**src/rtl/eth_mac_tx_framer.sv**
```systemverilog
// GMII transmit framer: preamble/SFD, fixed Ethernet II header, payload, zero pad
// to 46 bytes, FCS taken from an external crc32_d8, and a forced inter-frame gap.
module eth_mac_tx_framer #(
    parameter logic [47:0] DST_MAC    = 48'hFF_FF_FF_FF_FF_FF,
    parameter logic [47:0] SRC_MAC    = 48'h00_0A_35_01_FE_C0,
    parameter logic [15:0] ETH_TYPE   = 16'h0800,
    parameter int          IFG_CYCLES = 12
) (
    input  logic        clk,
    input  logic        reset,
    input  logic [7:0]  s_data,
    input  logic        s_valid,
    input  logic        s_last,
    output logic        s_ready,
    output logic [7:0]  crc_data,
    output logic        crc_en,
    output logic        crc_init,
    input  logic [31:0] crc_result,
    output logic [7:0]  gmii_txd,
    output logic        gmii_tx_en,
    output logic        busy,
    output logic        frame_done,
    output logic        underrun
);
    typedef enum logic [2:0] {IDLE, PREAMBLE, HEADER, PAYLOAD, PAD, FCS, DRAIN, IFG} state_t;

    localparam logic [111:0] HDR      = {DST_MAC, SRC_MAC, ETH_TYPE};
    localparam logic [5:0]   MIN_PAY  = 6'd46;
    localparam logic [7:0]   IFG_LAST = 8'(IFG_CYCLES - 2);

    state_t     state, state_n;
    logic [7:0] cnt, cnt_n;
    logic [5:0] pay_cnt, pay_cnt_n, pay_inc;
    logic [7:0] txd_n;
    logic       tx_en_n, done_n, underrun_n, take;

    function automatic logic [7:0] hdr_byte(input logic [3:0] idx);
        logic [111:0] sh;
        sh = HDR << {idx, 3'b000};
        return sh[111:104];
    endfunction

    function automatic logic [7:0] fcs_byte(input logic [31:0] c, input logic [1:0] idx);
        logic [31:0] sh;
        sh = c << {idx, 3'b000};
        return sh[31:24];
    endfunction

    // The state names what is on the wire; the logic below picks the byte for the next cycle.
    always_comb begin
        state_n    = state;
        cnt_n      = cnt;
        pay_cnt_n  = pay_cnt;
        pay_inc    = (pay_cnt == MIN_PAY) ? pay_cnt : pay_cnt + 6'd1;
        txd_n      = 8'h00;
        tx_en_n    = 1'b0;
        done_n     = 1'b0;
        underrun_n = 1'b0;
        crc_en     = 1'b0;
        crc_init   = 1'b0;
        s_ready    = 1'b0;
        take       = 1'b0;
        case (state)
            IDLE: begin
                if (s_valid) begin
                    state_n   = PREAMBLE;
                    cnt_n     = 8'd0;
                    pay_cnt_n = 6'd0;
                    txd_n     = 8'h55;
                    tx_en_n   = 1'b1;
                end
            end
            PREAMBLE: begin
                tx_en_n = 1'b1;
                if (cnt == 8'd7) begin
                    txd_n   = hdr_byte(4'd0);
                    crc_en  = 1'b1;
                    state_n = HEADER;
                    cnt_n   = 8'd0;
                end else begin
                    crc_init = 1'b1;
                    txd_n    = (cnt == 8'd6) ? 8'hD5 : 8'h55;
                    cnt_n    = cnt + 8'd1;
                end
            end
            HEADER: begin
                if (cnt != 8'd13) begin
                    tx_en_n = 1'b1;
                    txd_n   = hdr_byte(cnt[3:0] + 4'd1);
                    crc_en  = 1'b1;
                    cnt_n   = cnt + 8'd1;
                end else begin
                    take = 1'b1;
                end
            end
            PAYLOAD: take = 1'b1;
            PAD: begin
                tx_en_n = 1'b1;
                if (pay_cnt < MIN_PAY) begin
                    crc_en    = 1'b1;
                    pay_cnt_n = pay_cnt + 6'd1;
                end else begin
                    // CRC is frozen from here on, so its result already covers every byte.
                    txd_n   = crc_result[31:24];
                    state_n = FCS;
                    cnt_n   = 8'd1;
                end
            end
            FCS: begin
                if (cnt < 8'd4) begin
                    tx_en_n = 1'b1;
                    txd_n   = fcs_byte(crc_result, cnt[1:0]);
                    cnt_n   = cnt + 8'd1;
                end else begin
                    done_n  = 1'b1;
                    state_n = IFG;
                    cnt_n   = 8'd0;
                end
            end
            DRAIN: begin
                s_ready = 1'b1;
                if (s_valid && s_last) begin
                    state_n = IFG;
                    cnt_n   = 8'd0;
                end
            end
            IFG: begin
                if (cnt >= IFG_LAST) state_n = IDLE;
                else                 cnt_n   = cnt + 8'd1;
            end
        endcase

        if (take) begin
            s_ready = 1'b1;
            if (s_valid) begin
                tx_en_n   = 1'b1;
                txd_n     = s_data;
                crc_en    = 1'b1;
                pay_cnt_n = pay_inc;
                cnt_n     = 8'd0;
                if (s_last) state_n = (pay_inc < MIN_PAY) ? PAD : FCS;
                else        state_n = PAYLOAD;
            end else begin
                underrun_n = 1'b1;
                state_n    = DRAIN;
            end
        end
    end

    assign crc_data = txd_n;
    assign busy     = (state != IDLE);

    always_ff @(posedge clk) begin
        if (reset) begin
            state      <= IDLE;
            cnt        <= 8'd0;
            pay_cnt    <= 6'd0;
            gmii_txd   <= 8'h00;
            gmii_tx_en <= 1'b0;
            frame_done <= 1'b0;
            underrun   <= 1'b0;
        end else begin
            state      <= state_n;
            cnt        <= cnt_n;
            pay_cnt    <= pay_cnt_n;
            gmii_txd   <= txd_n;
            gmii_tx_en <= tx_en_n;
            frame_done <= done_n;
            underrun   <= underrun_n;
        end
    end
endmodule
```
**config.mk**
```make
export PLATFORM = sky130hd
export DESIGN_NAME = eth_mac_tx_framer
export DESIGN_NICKNAME = d
export VERILOG_FILES = /design/src/rtl/eth_mac_tx_framer.sv
export SDC_FILE = /design/constraint.sdc
export NUM_CORES = 1
export LEC_CHECK = 0
export CAP_MARGIN = 20
export CORE_AREA = 3 3 81 68
export DETAILED_ROUTE_END_ITERATION = 8
export DIE_AREA = 0 0 84 71
export PLACE_DENSITY_LB_ADDON = 0.08
export SLEW_MARGIN = 0
export SYNTH_ARGS = -nofsm -noshare
export SYNTH_HDL_FRONTEND = slang
export SYNTH_SLANG_ARGS = --single-unit
```
**constraint.sdc**
```tcl
create_clock -name clk -period 9 [get_ports clk]
set_clock_uncertainty 0.1 [all_clocks]
set_input_delay 0.9 -clock clk [delete_from_list [all_inputs] [get_ports clk]]
set_output_delay 0.9 -clock clk [all_outputs]
set_load 0.05 [all_outputs]
```
==> results.rst, run 1 <==
.. list-table::
   :header-rows: 1

   * - Metric
     - Value
   * - Relative slew slack
     - 37.31%
   * - Die W
     - 84 um
   * - Final TNS setup
     - 0 ns
   * - Count of distinct cell types in the synthesized netlist
     - 63
   * - Y dimension of the die
     - 71 um
   * - Result of the run
     - complete, no violations
   * - Pin count of the biggest net entering global routing
     - 31
   * - Detail-routed via count per cell
     - 6.229
   * - Number of top-level pins
     - 67
   * - Setup crit end kind
     - output port
   * - Detailed-placement wirelength estimate
     - 5.605 mm
   * - WL/cell
     - 16.85 um
   * - Wire length of the first global-routing pass
     - 12.48 mm
   * - Share of total power in the clock network
     - 8.4%
   * - Antenna Cells
     - 0
   * - Setup Buffers After CTS
     - 0
   * - Overall via count from detail_route
     - 2,772
   * - Hold slack
     - 0.4393 ns
   * - Met2 Resource Use GR
     - 40.69%
   * - Clock input transition at the sequential cells of the worst setup and hold paths
     - 0.10 ns
   * - Required time at the endpoint of the critical path
     - 8.00 ns
   * - Port Buffer Count
     - 66
   * - Global routing usage summed across all routing layers
     - 25.13%
   * - Remaining Overflow, GRT
     - 0
   * - Sequential share of power
     - 23.6%
   * - Core Region
     - 4863 um^2
   * - Ys Warns
     - 0
   * - Synthesized Nets
     - 392
   * - Switching part of the total
     - 53.18%
   * - Leak Pwr
     - 1.095 nW
   * - Hold WC Path Type
     - reg -> reg
   * - TritonCTS Buffers
     - 3
   * - Area growth from synthesis to final layout
     - 26.73%
   * - Number of hold buffers added after CTS
     - 0
   * - Post-synthesis cell count
     - 341
   * - P_int
     - 0.3872 mW
   * - Max FO, Critical Path
     - 24
   * - Total power density per cell area
     - 259.6 nW/um^2
   * - Clock tree root driver cell
     - clkbuf_8
   * - Max Slew Vio Count
     - 0
   * - Number of filler instances in the final layout
     - 446
   * - Endpoints failing setup
     - 0
   * - Sequential cell area fraction in the yosys report
     - 22.30%
   * - Main flop type after synthesis
     - dfxtp_1
   * - Total wire length after detailed routing
     - 7.497 mm
   * - Max IR drop VDD
     - 0.2399 mV
   * - FF/Latch Area
     - 560.5 um^2
   * - Number of nets with antenna violations after detailed routing
     - 0
   * - Number of synthesized flops with an enable pin
     - 0
   * - Post-Synthesis Mean Instance Area
     - 7.371 um^2
   * - Share of the clock period used by the worst path after layout
     - 53.11%
   * - Share of async-settable or async-resettable flops after synthesis
     - 0%
   * - Sw Pwr
     - 0.4398 mW
   * - Number of global-route vias before repair
     - 2,490
   * - Total die area
     - 5964 um^2
   * - Effective utilization at floorplan
     - 51.69%
   * - Share of final-layout standard cells stronger than drive strength 1
     - 6.527%
   * - Number of synthesized register bits
     - 28
   * - Combinational power share
     - 68.1%
   * - Max-cap viol count
     - 0
   * - CTS H-tree lvls
     - 1
   * - Arrival time at the worst endpoint
     - 3.78 ns
   * - Area contributors post-synth
     - dfxtp_1 22%, nand2_1 5.1%, a21oi_1 4.6%
   * - CP startpoint kind
     - register
   * - Unrepaired setup endpoints after global routing
     - no
   * - Number of cells upsized or downsized after cts
     - 0
   * - Antenna violations before repair
     - 0
   * - Met3 layer usage reported by global route
     - 3.376%
   * - Setup Crit Path Kind
     - reg -> out
   * - Slew @ Worst Pin
     - 0.9391 ns
   * - Global-route met1 utilization
     - 36.45%
   * - Router iterations before antenna repair
     - 5
   * - Routability congestion estimate from global placement
     - 0.8999
   * - Layer with the highest usage after global routing
     - met2
   * - Max Buffers Root-to-Sink
     - 2
   * - TritonCTS clock tree
     - built
   * - Clock period minus final worst setup slack
     - 4.780 ns
   * - DRC violations left
     - 0
   * - Clock sink total
     - 28
   * - Skew-Pair Late Insertion Delay
     - 0.27 ns
   * - Area occupied by multi-input gates
     - 1804 um^2
   * - Final hold violations
     - 0
   * - NumNets Final
     - 436
   * - Initial detailed-routing violation count
     - 251
   * - Highest Clock Rate
     - 209.2 MHz
   * - Netlist area before placement
     - 2514 um^2
   * - Fraction of synthesized cell area taken by the top area cell type
     - 22.30%
   * - Standard-cell rows
     - 23
   * - Leading area contributor after synthesis
     - dfxtp_1
per-stage QoR:
stage                     power (mW)  instance area (um^2)  worst slack [ns]  utilization (%)  cells
after floorplan               0.5906                  2514             5.016                -    341
after global routing          0.8801                  3186             3.930            65.50    445
after detailed placement      0.7566                  3144             4.546            64.65    442
after global placement        0.7532                  3144             4.613            64.65    442
after CTS                     0.8287                  3186             4.234            65.50    445
final                         0.8270                  3186             4.220            65.50    445
critical path: stages (launching register included):
cell	delay, ns
dfxtp_1	0.92
ha_1	0.62
or4b_2	0.64
o211ai_1	0.12
nor4_1	0.12
nor2_1	0.23
nand3_1	0.13
clkdlybuf4s50_1	0.71
final timing paths:
path	cells past startpoint	to	slack [ns]	startpoint
worst min-delay path	1	pay_cnt[0]$_SDFFE_PP0P_	0.44	pay_cnt[0]$_SDFFE_PP0P_
worst max-delay path	7	crc_data[4]	4.22	cnt[0]$_SDFF_PP0_
worst max register to register	6	cnt[3]$_SDFF_PP0_	5.67	cnt[0]$_SDFF_PP0_
worst min register to register	1	pay_cnt[0]$_SDFFE_PP0P_	0.44	pay_cnt[0]$_SDFFE_PP0P_
power groups by stage:
stage               sequential, mW  clock (mW)  combinational [mW]
finish                       0.195      0.0691               0.563
detailed placement           0.197           0               0.560
CTS                          0.194      0.0724               0.563
global placement             0.196           0               0.557
floorplan                    0.197           0               0.394
global route                 0.199      0.0757               0.605
cells in the mapped netlist (3+ instances only):
cell type / count
a21boi_0: 8
dfxtp_1: 28
nor4_1: 5
a41oi_1: 3
o21a_1: 3
nor3_1: 10
a22oi_1: 8
nand2b_1: 12
mux2_2: 5
a21oi_1: 23
a2bb2oi_1: 3
and2_1: 4
inv_1: 9
buf_1: 5
mux2i_1: 4
nor2b_1: 7
nand2_1: 34
ha_1: 7
o31ai_1: 6
o22ai_1: 7
and3_1: 4
nand3_1: 15
nor2_1: 24
or3_1: 3
a211oi_1: 7
o21ai_0: 16
a31oi_1: 10
clkbuf_1: 20
state kept, by name (all words and copies together) (netlist names):
name / cells
cnt: 8
gmii_txd: 8
pay_cnt: 6
state: 3
frame_done: 1
gmii_tx_en: 1
underrun: 1
cell type report:
type	count	share of cell area (%)
timing repair buffer	67	20.97
inverter	9	1.060
tap	62	2.435
multi-input combinational	276	56.64
sequential	28	17.60
clock buffer	3	1.296
layout by cell type (no fill, tap or decap), types with 3 or more instances in the layout:
master           Yosys  routed
nor3_1              10      10
mux2i_1              4       4
and3_1               4       4
nor2_1              24      24
nor2b_1              7       7
a2bb2oi_1            3       3
and2_1               4       4
a31oi_1             10      10
dfxtp_1             28      28
clkbuf_8             0       3
or3_1                3       3
o21a_1               3       3
inv_1                9       9
nand2b_1            12      12
ha_1                 7       7
o21ai_0             16      16
a211oi_1             7       7
a21oi_1             23      23
o31ai_1              6       6
a21boi_0             8       8
o22ai_1              7       7
mux2_2               5       5
nor4_1               5       5
clkdlybuf4s50_1      0      66
nand2_1             34      34
a22oi_1              8       8
a41oi_1              3       3
nand3_1             15      15
routing by layer:
metal / vias up / wire length (um) / share of wire, %
met5: - / 0 / 0
met4: 0 / 38 / 0.51
met3: 5 / 532 / 7.1
met2: 137 / 3457 / 46
met1: 1260 / 3469 / 46
li1: 1370 / - / -
logic make-up (layout without fill, tap and decap cells):
family | count (synthesis) | count (layout) | share of synthesized area (%)
flip-flops | 28 | 28 | 22.30
multiplexers | 11 | 11 | 5.624
XOR/XNOR | 3 | 3 | 1.045
AO/OA/AOI/OAI | 121 | 121 | 33.45
AND/OR/NAND/NOR | 134 | 134 | 28.17
adder cells (fa/ha/maj) | 7 | 7 | 3.484
buffers and inverters | 37 | 79 | 5.923
No activity file was read; power rests on OpenSTA's default activity.
==> inputs of run 2 (changes only) <==
CORE_AREA = 3 3 85 71   (was 3 3 81 68)
DIE_AREA = 0 0 88 74   (was 0 0 84 71)
clock period = 4.6 ns   (was 9 ns; I/O delays follow)
==> results.rst, run 2 (same netlist as run 1, synthesis figures left out) <==
.. list-table::
   :header-rows: 1

   * - Metric
     - Value
   * - Wire length of the first global-routing pass
     - 12.83 mm (+2.8%)
   * - CTS H-tree lvls
     - 1 (unchanged)
   * - Worst setup slack for register-to-register paths
     - 1.48 ns (-4.19 ns)
   * - Detail-routed via count per cell
     - 6.152 (-1.2%)
   * - Setup Buffers After CTS
     - 0 (unchanged)
   * - WL/cell
     - 18.05 um (+7.1%)
   * - Antenna violations before repair
     - 0 (unchanged)
   * - Switching part of the total
     - 51.93% (-1.2 points)
   * - Final TNS setup
     - 0 ns (unchanged)
   * - Number of cells upsized or downsized after cts
     - 0 (unchanged)
   * - P_int
     - 0.8226 mW (+110%)
   * - Unrepaired setup endpoints after global routing
     - no
   * - TritonCTS clock tree
     - built
   * - Die W
     - 88 um (+4.8%)
   * - Commonest cells after routing, fill and taps aside
     - 66 x clkdlybuf4s50_1, 34 x nand2_1, 28 x dfxtp_1
   * - Hold WC Path Type
     - reg -> reg
   * - Port Buffer Count
     - 66 (unchanged)
   * - Clock sink total
     - 28 (unchanged)
   * - Number of filler instances in the final layout
     - 472 (+5.8%)
   * - Arrival time at the worst endpoint
     - 3.65 ns (-0.13 ns)
   * - Total wire length after detailed routing
     - 8.194 mm (+9.3%)
   * - CP startpoint kind
     - register
   * - Result of the run
     - complete, no violations
   * - Pre-CTS worst setup slack
     - 0.7734 ns (-3.773 ns)
   * - Most frequent standard cell in the layout excluding fill and tap cells
     - clkdlybuf4s50_1
   * - Core Region
     - 5315 um^2 (+9.3%)
   * - Routability congestion estimate from global placement
     - 0.9162 (+1.8%)
   * - Least setup slack across all paths after layout
     - 0.3941 ns (-3.826 ns)
   * - DRC violations left
     - 0 (unchanged)
   * - Endpoints failing setup
     - 0 (unchanged)
   * - Sequential share of power
     - 21.1% (-2.5 points)
   * - Antenna Cells
     - 0 (unchanged)
   * - Global routing usage summed across all routing layers
     - 25.19% (+0.063 points)
   * - TritonCTS Buffers
     - 3 (unchanged)
   * - Y dimension of the die
     - 74 um (+4.2%)
   * - Overall via count from detail_route
     - 2,793 (+0.76%)
   * - Setup crit end kind
     - output port
   * - Total power density per cell area
     - 525.5 nW/um^2 (+100%)
   * - Share of the clock period used by the worst path after layout
     - 91.43%
   * - Final hold violations
     - 0 (unchanged)
   * - Max Buffers Root-to-Sink
     - 2 (unchanged)
   * - Number of global-route vias before repair
     - 2,375 (-4.6%)
   * - Share of total power in the clock network
     - 11.9% (+3.5 points)
   * - Setup Crit Path Kind
     - reg -> out
   * - Required time at the endpoint of the critical path
     - 4.04 ns (-3.96 ns)
   * - Number of top-level pins
     - 67 (unchanged)
   * - Relative slew slack
     - 32.06% (-5.2 points)
   * - Area growth from synthesis to final layout
     - 29.57%
   * - Clock tree root driver cell
     - clkbuf_8
   * - Clock period minus final worst setup slack
     - 4.206 ns
   * - Initial detailed-routing violation count
     - 218 (-13%)
   * - Effective utilization at floorplan
     - 47.29% (-4.4 points)
   * - Leak Pwr
     - 1.134 nW (+3.6%)
   * - Max Slew Vio Count
     - 0 (unchanged)
   * - Slew @ Worst Pin
     - 1.015 ns (+0.07625 ns)
   * - Max-cap viol count
     - 0 (unchanged)
   * - Number of nets with antenna violations after detailed routing
     - 0 (unchanged)
   * - Pin count of the biggest net entering global routing
     - 27 (-13%)
   * - Combinational power share
     - 67.0% (-1.1 points)
   * - Share of final-layout standard cells stronger than drive strength 1
     - 7.969% (+1.4 points)
   * - NumNets Final
     - 441 (+1.1%)
   * - Skew-Pair Late Insertion Delay
     - 0.29 ns (+0.02 ns)
   * - Router iterations before antenna repair
     - 5 (unchanged)
   * - Clock input transition at the sequential cells of the worst setup and hold paths
     - 0.11 ns (about the same)
   * - Max FO, Critical Path
     - 15 (-38%)
   * - Detailed-placement wirelength estimate
     - 6.168 mm (+10%)
   * - Highest Clock Rate
     - 237.8 MHz
   * - Number of hold buffers added after CTS
     - 0 (unchanged)
   * - Regs by FF count
     - cnt (8), gmii_txd (8), pay_cnt (6)
   * - Max IR drop VDD
     - 0.3033 mV (+26%)
   * - Sw Pwr
     - 0.8888 mW (+100%)
   * - Remaining Overflow, GRT
     - 0 (unchanged)
   * - Standard-cell rows
     - 24 (+4.3%)
   * - Total die area
     - 6512 um^2 (+9.2%)
-- run 2: cell types whose count changed in the layout (fill, tap and decap cells not counted), sizes merged --
cell / before / now
buf: 1 / 6
bufinv: 0 / 1
-- run 2: final timing paths --
path                                               from                 endpoint  cells after the start
worst max-delay path                  cnt[0]$_SDFF_PP0_              crc_data[0]                      7
worst min register to register  pay_cnt[0]$_SDFFE_PP0P_  pay_cnt[0]$_SDFFE_PP0P_                      1
worst min-delay path            pay_cnt[0]$_SDFFE_PP0P_  pay_cnt[0]$_SDFFE_PP0P_                      1
worst max register to register        cnt[0]$_SDFF_PP0_    pay_cnt[2]$_SDFF_PP0_                      6
-- run 2: final cells by class --
class / count / area, um^2 / area share (%)
multi-input combinational: 276 / 1804 / 55.40
timing repair buffer: 72 / 705.7 / 21.67
sequential: 28 / 560.5 / 17.21
tap: 65 / 81.33 / 2.497
clock buffer: 3 / 41.29 / 1.268
inverter: 9 / 33.78 / 1.037
clock inverter: 1 / 30.03 / 0.9220
-- run 2: power groups by stage --
stage / logic [mW] / clock network (mW) / registers, mW
global route: 1.22 / 0.216 / 0.367
floorplan: 0.771 / 0 / 0.385
global placement: 1.13 / 0 / 0.363
finish: 1.15 / 0.204 / 0.361
detailed placement: 1.13 / 0 / 0.363
CTS: 1.14 / 0.208 / 0.358
-- run 2: per-stage QoR --
stage	util [%]	hold WS, ns	power (mW)	instances	instance area, um^2
6_report	61.28	0.4677	1.711	454	3257
5_1_grt	61.28	0.4839	1.807	454	3257
4_1_cts	61.28	0.4669	1.706	454	3257
3_5_place_dp	59.93	0.4509	1.497	450	3186
3_3_place_gp	59.93	0.4378	1.496	450	3186
2_1_floorplan	-	0.3955	1.156	341	2514
-- run 2: metal layers --
layer	GRT usage, %	vias up	wire length [um]	part of all wire, %
met1	40.81	1307	4171	51
met3	3.322	5	590	7.2
met5	0	-	0	0
met2	35.79	110	3399	41
met4	3.407	0	32	0.39
li1	-	1371	-	-
-- run 2: worst max-delay path: stages (launching register included) --
cell	delay [ns]
dfxtp_1	0.64
ha_1	0.31
and3_1	0.25
a21oi_1	0.14
nor2_1	0.82
a221oi_1	0.26
nand3_1	0.12
clkdlybuf4s50_1	0.81
==> inputs of run 3 (changes only) <==
CORE_AREA = 2 2 84 70   (was 3 3 85 71)
DIE_AREA = 0 0 86 72   (was 0 0 88 74)
==> results.rst, run 3 (same netlist as run 1, synthesis figures left out) <==
.. list-table::
   :header-rows: 1

   * - Metric
     - Value
   * - Overall via count from detail_route
     - 2,882 (+3.2%)
   * - Number of nets with antenna violations after detailed routing
     - 0 (unchanged)
   * - Depth of the worst register-to-register path
     - 7 (+1)
   * - Max IR drop VDD
     - 0.3034 mV (about the same)
   * - Number of global-route vias before repair
     - 2,536 (+6.8%)
   * - FF-to-FF Start
     - cnt[1]$_SDFF_PP0_
   * - Final hold violations
     - 0 (unchanged)
   * - Core Region
     - 5315 um^2 (unchanged)
   * - Clock input transition at the sequential cells of the worst setup and hold paths
     - 0.10 ns (about the same)
   * - Delay of the slowest cell on the worst path
     - 0.81 ns (about the same)
   * - Slew @ Worst Pin
     - 0.9738 ns (-0.04160 ns)
   * - Setup crit end kind
     - output port
   * - Result of the run
     - complete, no violations
   * - Total power density per cell area
     - 514.0 nW/um^2 (-2.2%)
   * - Share of final-layout standard cells stronger than drive strength 1
     - 7.013% (-0.96 points)
   * - Endpoints failing setup
     - 0 (unchanged)
   * - Number of filler instances in the final layout
     - 489 (+3.6%)
   * - DRC violations left
     - 0 (unchanged)
   * - Port Buffer Count
     - 66 (unchanged)
   * - Area growth from synthesis to final layout
     - 27.48%
   * - Placed standard-cell area
     - 3163 um^2 (-0.71%)
   * - Skew-Pair Late Insertion Delay
     - 0.28 ns (about the same)
   * - Post-route standard cell area excluding fillers
     - 3204 um^2 (-1.6%)
   * - Clock tree root driver cell
     - clkbuf_8
   * - Standard cell with the maximum stage delay on the critical path
     - dfxtp_1
   * - Max Slew Vio Count
     - 0 (unchanged)
   * - Unrepaired setup endpoints after global routing
     - no
   * - Number of cells upsized or downsized after cts
     - 0 (unchanged)
   * - Wire length of the first global-routing pass
     - 13.03 mm (+1.6%)
   * - Initial detailed-routing violation count
     - 315 (+44%)
   * - WL/cell
     - 18.04 um (about the same)
   * - Max FO, Critical Path
     - 22 (+7)
   * - Max Buffers Root-to-Sink
     - 2 (unchanged)
   * - TritonCTS Buffers
     - 3 (unchanged)
   * - Global routing usage summed across all routing layers
     - 26.09% (+0.90 points)
   * - Remaining Overflow, GRT
     - 0 (unchanged)
   * - Relative slew slack
     - 34.99% (+2.9 points)
   * - Y dimension of the die
     - 72 um (-2.7%)
   * - Total wire length after detailed routing
     - 8.119 mm (-0.92%)
   * - Share of the clock period used by the worst path after layout
     - 91.44% (about the same)
   * - Endpoint with the worst hold slack
     - pay_cnt[0]$_SDFFE_PP0P_
   * - Power consumption
     - 1.647 mW (-3.8%)
   * - Series of cell instances along the critical path
     - inv_1 -> ha_1 -> and3_1 -> a21oi_1 -> nor2_1 -> buf_4 -> a221oi_1 -> nand3_1 -> clkdlybuf4s50_1
   * - Standard-cell rows
     - 24 (unchanged)
   * - Total die area
     - 6192 um^2 (-4.9%)
   * - Effective utilization at floorplan
     - 47.29% (unchanged)
   * - Clock sink total
     - 28 (unchanged)
   * - Number of cells traversed by the worst hold path
     - 1 (unchanged)
   * - Clock period minus final worst setup slack
     - 4.206 ns (+0.0001810 ns)
   * - TritonCTS clock tree
     - built
   * - Max-cap viol count
     - 0 (unchanged)
   * - Number of hold buffers added after CTS
     - 0 (unchanged)
   * - Detailed-placement wirelength estimate
     - 5.887 mm (-4.6%)
   * - Arrival time at the worst endpoint
     - 3.65 ns (about the same)
   * - Met2 Resource Use GR
     - 39.79% (+4.0 points)
   * - Routability congestion estimate from global placement
     - 0.8718 (-4.8%)
   * - Met3 layer usage reported by global route
     - 3.413% (+0.091 points)
   * - Pin count of the biggest net entering global routing
     - 31 (+15%)
   * - Highest Clock Rate
     - 237.8 MHz (about the same)
   * - NumNets Final
     - 438 (-0.68%)
   * - Setup Buffers After CTS
     - 0 (unchanged)
   * - CTS H-tree lvls
     - 1 (unchanged)
   * - Global-route met1 utilization
     - 40.01% (-0.79 points)
   * - Antenna violations before repair
     - 0 (unchanged)
   * - Required time at the endpoint of the critical path
     - 4.04 ns (about the same)
   * - Final TNS setup
     - 0 ns (unchanged)
   * - Regs by FF count
     - cnt (8), gmii_txd (8), pay_cnt (6)
   * - Most frequent standard cell in the layout excluding fill and tap cells
     - clkdlybuf4s50_1
   * - Number of top-level pins
     - 67 (unchanged)
   * - Detail-routed via count per cell
     - 6.404 (+4.1%)
   * - CP startpoint kind
     - register
   * - Layer with the highest usage after global routing
     - met1
   * - Commonest cells after routing, fill and taps aside
     - 66 x clkdlybuf4s50_1, 34 x nand2_1, 28 x dfxtp_1
   * - Worst setup slack for register-to-register paths
     - 1.35 ns (-0.13 ns)
   * - Die W
     - 86 um (-2.3%)
   * - Leak Pwr
     - 1.105 nW (-2.6%)
   * - Startpoint of the worst setup timing path
     - cnt[1]$_SDFF_PP0_
   * - Router iterations before antenna repair
     - 6 (+1)
   * - Hold WC Path Type
     - reg -> reg
   * - RR Endpoint
     - cnt[3]$_SDFF_PP0_
   * - Antenna Cells
     - 0 (unchanged)
   * - Setup Crit Path Kind
     - reg -> out
   * - Min-Delay Startpoint
     - pay_cnt[0]$_SDFFE_PP0P_
run 3: cell types whose count changed in the layout (fill, tap and decap cells not counted), sizes merged:
cell,before,now
buf,6,3
bufinv,1,0
run 3: final cells by class:
| type | instances | area, um^2 | area share, % |
|---|---|---|---|
| timing repair buffer | 69 | 683.2 | 21.32 |
| sequential | 28 | 560.5 | 17.49 |
| clock buffer | 3 | 41.29 | 1.289 |
| inverter | 9 | 33.78 | 1.054 |
| tap | 65 | 81.33 | 2.538 |
| multi-input combinational | 276 | 1804 | 56.31 |
run 3: critical path, delay by kind of cell, from the launching register on:
| kind | cells | cell delay [ns] |
|---|---|---|
| buffers and inverters | 3 | 1.11 |
| DFF | 1 | 0.81 |
| AOI/OAI and AO/OA | 2 | 0.65 |
| and+or+nand+nor | 3 | 0.46 |
| adders and majority gates | 1 | 0.31 |
run 3: per-stage QoR:
| step | hold WS [ns] | cells | util, % | worst slack, ns |
|---|---|---|---|---|
| 4_1_cts | 0.4536 | 450 | 60.29 | 0.4478 |
| 3_3_place_gp | 0.4269 | 447 | 59.51 | 0.8706 |
| 3_5_place_dp | 0.4380 | 447 | 59.51 | 0.7587 |
| 5_1_grt | 0.5094 | 450 | 60.29 | 0.08615 |
| 2_1_floorplan | 0.3955 | 341 | - | 1.056 |
| 6_report | 0.4539 | 450 | 60.29 | 0.3939 |
run 3: worst max path at each step:
stage                   to
2_1_floorplan  crc_data[4]
3_3_place_gp   crc_data[0]
3_5_place_dp   crc_data[0]
4_1_cts        crc_data[0]
5_1_grt        crc_data[0]
6_report       crc_data[0]
run 3: power breakdown:
part           switching, mW  internal, mW  total [mW]
combinational          0.714         0.420        1.13
sequential            0.0903         0.283       0.374
clock                 0.0806        0.0591       0.140
run 3: layer usage:
metal | vias to the layer above | share of wire (%)
met4 | 0 | 0.64
li1 | 1375 | -
met1 | 1359 | 49
met2 | 142 | 43
met5 | - | 0
met3 | 6 | 7.1
